--- src/rtl/load_store_unit.sv ---
// RV32I load/store unit: one transaction at a time over a req/gnt/rvalid data bus.
// Optional macro LSU_MISALIGN_TRAP_EN turns illegal accesses into error responses instead of truncated bus accesses.
module load_store_unit (
  input  logic        clk_in,
  input  logic        rst_n_in,
  input  logic        req_valid_in,
  output logic        req_ready_o,
  input  logic        mem_wr_req_in,
  input  logic [1:0]  load_size_in,
  input  logic        load_unsigned_in,
  input  logic [31:0] addr_in,
  input  logic [31:0] wdata_in,
  input  logic [4:0]  rd_in,
  output logic        dmem_req_o,
  output logic        dmem_we_o,
  output logic [31:0] dmem_addr_o,
  output logic [3:0]  dmem_be_o,
  output logic [31:0] dmem_wdata_o,
  input  logic        dmem_gnt_in,
  input  logic        dmem_rvalid_in,
  input  logic [31:0] dmem_rdata_in,
  output logic        resp_valid_o,
  output logic [31:0] resp_data_o,
  output logic [4:0]  resp_rd_o,
  output logic        resp_err_o,
  output logic [1:0]  state_dbg_o
);

  // Handshakes: a request transfers on the rising edge where req_valid_in && req_ready_o;
  // a bus request transfers on the edge where dmem_req_o && dmem_gnt_in; read data is taken
  // only on an edge where dmem_rvalid_in is high in WAIT_RESP; resp_valid_o is a one-cycle pulse.

  typedef enum logic [1:0] {
    S_IDLE      = 2'd0,
    S_REQ       = 2'd1,
    S_WAIT_RESP = 2'd2,
    S_DONE      = 2'd3
  } state_e;

  state_e      state_q, state_d;
  logic        we_q, we_d;
  logic [1:0]  size_q, size_d;
  logic        uns_q, uns_d;
  logic [1:0]  off_q, off_d;
  logic [29:0] addr_q, addr_d;
  logic [3:0]  be_q, be_d;
  logic [31:0] wdata_q, wdata_d;
  logic [4:0]  rd_q, rd_d;
  logic [31:0] data_q, data_d;
  logic        err_q, err_d;

  logic [1:0]  req_off;
  logic [1:0]  eff_size;
  logic [1:0]  eff_off;
  logic [3:0]  req_be;
  logic [31:0] req_wdata;
  logic [31:0] rdata_shift;
  logic [31:0] load_ext;

  assign req_off = addr_in[1:0];

`ifdef LSU_MISALIGN_TRAP_EN
  logic req_illegal;
  assign req_illegal = (load_size_in == 2'b01 && req_off[0]) ||
                       (load_size_in == 2'b10 && req_off != 2'b00) ||
                       (load_size_in == 2'b11);
  assign eff_size = load_size_in;
  assign eff_off  = req_off;
`else
  // Illegal accesses are forced to natural alignment; the reserved size behaves as word.
  always_comb begin
    eff_size = load_size_in;
    eff_off  = req_off;
    case (load_size_in)
      2'b00:   eff_off = req_off;
      2'b01:   eff_off = {req_off[1], 1'b0};
      default: begin
        eff_size = 2'b10;
        eff_off  = 2'b00;
      end
    endcase
  end
`endif

  always_comb begin
    req_be    = 4'b1111;
    req_wdata = wdata_in;
    case (eff_size)
      2'b00: begin
        req_be    = 4'b0001 << eff_off;
        req_wdata = {4{wdata_in[7:0]}};
      end
      2'b01: begin
        req_be    = 4'b0011 << {eff_off[1], 1'b0};
        req_wdata = {2{wdata_in[15:0]}};
      end
      default: begin
        req_be    = 4'b1111;
        req_wdata = wdata_in;
      end
    endcase
    if (!mem_wr_req_in) req_wdata = 32'h0;
  end

  assign rdata_shift = dmem_rdata_in >> {off_q, 3'b000};

  always_comb begin
    load_ext = rdata_shift;
    case (size_q)
      2'b00:   load_ext = uns_q ? {24'h0, rdata_shift[7:0]}
                                : {{24{rdata_shift[7]}}, rdata_shift[7:0]};
      2'b01:   load_ext = uns_q ? {16'h0, rdata_shift[15:0]}
                                : {{16{rdata_shift[15]}}, rdata_shift[15:0]};
      default: load_ext = rdata_shift;
    endcase
  end

  always_comb begin
    state_d = state_q;
    we_d    = we_q;
    size_d  = size_q;
    uns_d   = uns_q;
    off_d   = off_q;
    addr_d  = addr_q;
    be_d    = be_q;
    wdata_d = wdata_q;
    rd_d    = rd_q;
    data_d  = data_q;
    err_d   = err_q;
    case (state_q)
      S_IDLE: begin
        if (req_valid_in) begin
          we_d    = mem_wr_req_in;
          size_d  = eff_size;
          uns_d   = load_unsigned_in;
          off_d   = eff_off;
          addr_d  = addr_in[31:2];
          be_d    = req_be;
          wdata_d = req_wdata;
          rd_d    = rd_in;
          data_d  = 32'h0;
          err_d   = 1'b0;
          state_d = S_REQ;
`ifdef LSU_MISALIGN_TRAP_EN
          if (req_illegal) begin
            err_d   = 1'b1;
            state_d = S_DONE;
          end
`endif
        end
      end
      S_REQ: begin
        if (dmem_gnt_in) state_d = we_q ? S_DONE : S_WAIT_RESP;
      end
      S_WAIT_RESP: begin
        if (dmem_rvalid_in) begin
          data_d  = load_ext;
          state_d = S_DONE;
        end
      end
      S_DONE: state_d = S_IDLE;
      default: state_d = S_IDLE;
    endcase
  end

  always_ff @(posedge clk_in or negedge rst_n_in) begin
    if (!rst_n_in) begin
      state_q <= S_IDLE;
      we_q    <= 1'b0;
      size_q  <= 2'b00;
      uns_q   <= 1'b0;
      off_q   <= 2'b00;
      addr_q  <= 30'h0;
      be_q    <= 4'h0;
      wdata_q <= 32'h0;
      rd_q    <= 5'h0;
      data_q  <= 32'h0;
      err_q   <= 1'b0;
    end else begin
      state_q <= state_d;
      we_q    <= we_d;
      size_q  <= size_d;
      uns_q   <= uns_d;
      off_q   <= off_d;
      addr_q  <= addr_d;
      be_q    <= be_d;
      wdata_q <= wdata_d;
      rd_q    <= rd_d;
      data_q  <= data_d;
      err_q   <= err_d;
    end
  end

  // Bus and response fields are masked so idle outputs read as zero.
  assign req_ready_o  = (state_q == S_IDLE);
  assign dmem_req_o   = (state_q == S_REQ);
  assign dmem_we_o    = dmem_req_o & we_q;
  assign dmem_addr_o  = dmem_req_o ? {addr_q, 2'b00} : 32'h0;
  assign dmem_be_o    = dmem_req_o ? be_q : 4'h0;
  assign dmem_wdata_o = dmem_req_o ? wdata_q : 32'h0;
  assign resp_valid_o = (state_q == S_DONE);
  assign resp_data_o  = resp_valid_o ? data_q : 32'h0;
  assign resp_rd_o    = resp_valid_o ? rd_q : 5'h0;
  assign resp_err_o   = resp_valid_o & err_q;
  assign state_dbg_o  = state_q;

endmodule

--- config.mk ---
export PLATFORM = sky130hd
export DESIGN_NAME = load_store_unit
export DESIGN_NICKNAME = d
export VERILOG_FILES = /design/src/rtl/load_store_unit.sv
export SDC_FILE = /design/constraint.sdc
export NUM_CORES = 1
export LEC_CHECK = 0
export CORE_MARGIN = 4
export CORE_UTILIZATION = 35
export CTS_BUF_LIST = sky130_fd_sc_hd__clkbuf_8
export DETAILED_ROUTE_END_ITERATION = 8
export PLACE_DENSITY = 0.69
export SLEW_MARGIN = 20
export SYNTH_ARGS = -nofsm -noshare
export SYNTH_HDL_FRONTEND = slang
export SYNTH_SLANG_ARGS = --single-unit
export TNS_END_PERCENT = 5
--- constraint.sdc ---
create_clock -name clk_in -period 1.74 [get_ports clk_in]
set_input_delay 0.174 -clock clk_in [delete_from_list [all_inputs] [get_ports clk_in]]
set_output_delay 0.174 -clock clk_in [all_outputs]
set_load 0.1 [all_outputs]
# Word-level counts from Yosys, hierarchy flattened

Index checks and enable logic that the tools add are counted.

Output and inout bits: 112
Memories: 0
Memory bits (writable): 0
Bits in latches: 0
Memory bits (read-only): 0
Input bits: 110
Flip-flop bits (word level): 111

$add $sub $neg: 0
Shifts and indexed selects: 3
Reduce and logical (&&, ||, !) cells: 9
Order comparisons: 0
Equal/unequal tests: 9
Mux-type cells: 21
Multipliers: 0
Bitwise logic cells: 1
Div/mod/pow operators: 0

Operators by type and width:

| cell                                                | number |
|---|---|
| two-way mux 32 bit                                  | 8 |
| one-hot mux 32 bit (2 select lines)                 | 3 |
| >> shifter 32 x 5 -> 32 bit                         | 1 |
| equality test 2 x 1 -> 1 bit, second input constant | 4 |
| logical NOT 2 bit                                   | 4 |
| two-way mux 2 bit                                   | 4 |
| one-hot mux 2 bit (4 select lines)                  | 1 |
| one-hot mux 4 bit (2 select lines)                  | 1 |
| AND reduction 3 bit                                 | 2 |
| two-way mux 5 bit                                   | 1 |
| equality test 2 bit, second input constant          | 2 |
| two-way mux 4 bit                                   | 1 |
| != test 2 bit, second input constant                | 2 |
| one-hot mux 2 bit (2 select lines)                  | 1 |
| << shifter 1 x 2 -> 4 bit, first input constant     | 1 |
| << shifter 2 x 2 -> 4 bit, first input constant     | 1 |
| != test 2 x 1 -> 1 bit, second input constant       | 1 |
| AND reduction 2 bit                                 | 1 |
| nonzero test 2 bit                                  | 1 |
| OR reduction 2 bit                                  | 1 |
| AND 1 bit                                           | 1 |
| two-way mux 1 bit                                   | 1 |

# Depth between registers and ports, before layout

Depth in word-level cells: 6
Gate-level depth with buffers: 8
Mapped depth without buffers: 6

# Worst setup path after synthesis

Ideal clock, no wire load.

Path type: register -> output
From: reg state_q[0] (netlist: state_dbg_o[0])
To: out dmem_addr_o[25]
Stages on the path, launching flop included: 5
Path buffers: 2
Required time: 1.566 ns
Slack: -1.681 ns
Arrival time: 3.247 ns
Cells stage by stage: dfrtp_1 -> ha_1 -> clkbuf_1 -> clkbuf_1 -> and2_1

Cells in the longest elaborated chain, start to end: 2

RTL lines:

| element                      | line | RTL |
|---|---|---|
| start: declaration           | 40   | `state_e state_q, state_d;` |
| start signal: assignment     | 180  | `state_q <= state_d;` |
| equality test 2 x 1 -> 1 bit | 196  | `assign dmem_req_o = (state_q == S_REQ);` |
| named net dmem_req_o         | 14   | `output logic dmem_req_o,` |
| two-way mux 32 bit           | 198  | `assign dmem_addr_o = dmem_req_o ? {addr_q, 2'b00} : 32'h0;` |
| end: declaration             | 16   | `output logic [31:0] dmem_addr_o,` |

The timed path passes the listed nets, and every way through them passes these cells.

# Final worst setup path

From: reg state_q[0] (netlist: state_dbg_o[0])
To: out dmem_addr_o[6]

Cells in the longest elaborated chain, start to end: 2

RTL lines:

| element                      | line |
|---|---|
| equality test 2 x 1 -> 1 bit | 196 |
| two-way mux 32 bit           | 198 |

Every way passes these cells.

==> impl_metrics.toml <==
[final_layout]
layout_common_cells = "buf_12, dfrtp_1, clkdlybuf4s50_1"
antenna_cells = 0
layout.nets = 899
drive_above_1_share_pct = 43.0
area_delta_synth_final_pct = 75.9
fillers = 1272
final_common_cell = "buf_12"

[job]
cap_viol_max_count = 0

[floorplan]
core_area_um2 = 16000
start_util_pct = 36.1
dieArea_um2 = 18600
io-pin-count = 222
rows = 46
die_x_um = 136
die_height_um = 136

[sta]
finalHoldViolations = 0
totalNegativeSetupSlack_ns = -13.93
maxSlewHeadroom_pct = 65.5
setup_slack_ns = -0.176
timing.final.crit_period_ns = 1.92
setup_viol = 104
worst_slew_pin_slew_ns = 0.518
rsz0062_at_grt = "yes"
period_share_pct = 110
clock_skew_ns = 0.0145
whs_ns = 0.329
fmax_mhz = 522
maxSlewViolCount = 0

[pwr]
p_switching_w = 0.00892
p_int_w = 0.00966
p_clk_share_pct = 9.3
p_comb_share_pct = 67.3
swShare_pct = 48.0
total_power_w = 0.0186
peakVddDrop_uv = 1360
p_leak_nw = 4.36
pwr-share-seq_pct = 23.4
powerDensity_nw_per_um2 = 1830

[global_route]
grt-ovfl-total = 0
antenna_found_initial = 1
grt_pass1_vias = 5428
grt_usage_pct = 20.2
grt_max_degree = 43
grt_pass1_wl_um = 29300

[synth]
synth_cells = 559
synth_top_family_by_area = "simple AND/OR/NAND/NOR gates"
synth_area_um2 = 5770
synth_top_area_share_pct = 48.1
seq_area_frac_synth_pct = 48.1
avgSynthCellArea_um2 = 10.3
yosysWarnings = 0
synth_compound_area_share_pct = 11.7
ys_ff_latch = 111
synth_simple_gate_area_share_pct = 20.1
synth_top_cell_by_area = "dfrtp_1"
synth_xor_area_share_pct = 0
synth_cell_types = 31
synthAdderAreaFrac_pct = 0.867
synth_area_leaders = "dfrtp_1, and2_1, mux2_2, o21ai_0, mux2i_1"
synth_mux_area_share_pct = 15.5

[worst_setup_path]
path_max_fanout = 21
crit_path_end_kind = "primary output"
cp.arrival_ns = 1.74
critical_path_class = "reg -> out"
worstPathRequired_ns = 1.57
startpoint_type = "flop"

[status]
failed_checks = "negative setup slack"
status = "finished, violations left"

[hold_path]
hold_path.class = "in -> async"

[clock_tree]
htree_levels = 3
cts_tree = "done"
cts.clk_slew.worst_paths_ns = 0.10
cts.path.max_buffers = 2
insertion_delay_ns = 0.38
clock-sinks = 111
cts_made_buffers = 9
cts_root_buffer = "clkbuf_8"

[route]
drc_errors = 0
routed-via-count = 5075
met3_length_um = 1430
wire_per_inst_um = 18.4
dr_wl_met2_um = 9280
met1Wirelength_um = 7240
drt_wl_total_um = 18500
routed_via_density = 5.04
top_layer = "met5"
drtIter0Drc = 326
ant_nets = 0
drt_first_pass_iters = 4

[placement]
port_buffers = 218
dp.final_hpwl_um = 14200
routabilityCongestion = 0.925
pre_cts_ws_ns = -0.193
[cell usage after synthesis, drive strengths merged]
library cell / number
nand3: 3
a221o: 16
a22o: 8
nand3b: 9
ha: 4
o31ai: 4
nand2: 50
conb: 1
o21ai: 61
nor4bb: 1
a21oi: 19
mux2i: 24
or2: 2
mux2: 54
nor2: 11
clkbuf: 32
nand2b: 6
nor3: 1
nor2b: 16
and3: 1
o211ai: 2
mux4: 2
buf: 12
and2: 104
inv: 4
nor3b: 1
dfrtp: 111
[flip-flops by register name, summed over array words and instances, names as in the netlist]
register     cells
off_q            2
rd_q             5
wdata_q         32
size_q           2
we_q             1
uns_q            1
data_q          32
state_dbg_o      2
addr_q          30
be_q             4
[area by class of cell]
type | count | area (µm²) | share of cell area, %
inverter | 4 | 17.5 | 0.173
tap | 216 | 270 | 2.66
clock inverter | 6 | 85.1 | 0.838
timing repair buffer | 257 | 3740 | 36.8
multi-input combinational | 402 | 3120 | 30.7
clock buffer | 10 | 138 | 1.36
sequential | 111 | 2790 | 27.4
[per-stage QoR]
step / instances / cell area (µm²) / utilization [%]
after global placement: 983 / 9750 / 61.0
after detailed placement: 983 / 9750 / 61.0
final: 1006 / 10200 / 63.5
after global routing: 1006 / 10200 / 63.5
after CTS: 1006 / 10100 / 63.3
after floorplan: 561 / 6050 / -
[layer usage]
layer	vias up	global-route usage [%]
met5	-	0
met3	38	5.44
li1	2363	-
met1	2466	24.9
met2	206	33.8
met4	2	7.95
[worst max-delay path, stage by stage, from the launching register on]
cell and delay [ns]:
dfrtp_4 0.49, buf_6 0.15, ha_4 0.20, buf_12 0.17, and2_2 0.19, buf_12 0.16
[repair_timing]
item,in CTS,in global routing
endpoints found under the hold margin,34,0
gates resized for setup,51,12
hold buffers,1,0
pin swaps,29,18
setup endpoints to repair,106,136
setup buffers,6,0
[path summary, 6_finish.rpt]
path | start | end | slack [ns] | cells past startpoint
min reg2reg | wdata_q[18] | wdata_q[18] | 0.49 | 2
min | rst_n_in | rd_q[4] | 0.33 | 2
max reg2reg | state_dbg_o[1] | data_q[23] | 0 | 6
max in group asynchronous | rst_n_in | wdata_q[20] | 0.78 | 3
max | state_dbg_o[0] | dmem_addr_o[6] | -0.18 | 5
min in group clk_in | addr_in[9] | addr_q[7] | 0.40 | 2
[power by group through the flow]
stage / clock network, W / logic, W / registers (W)
6_report: 0.00173 / 0.0125 / 0.00435
3_5_place_dp: 0 / 0.0121 / 0.00436
2_1_floorplan: 0 / 0.00768 / 0.00432
5_1_grt: 0.00189 / 0.0131 / 0.00449
4_1_cts: 0.00179 / 0.0125 / 0.00434
3_3_place_gp: 0 / 0.0119 / 0.00428
[logic make-up after synthesis]
logic type                 Yosys count
other                                1
DFF                                111
AOI/OAI and AO/OA                  110
and+or+nand+nor                    205
adders and majority gates            4
muxes                               80
buffers and inverters               48
No activity file was read; power rests on OpenSTA's default activity.
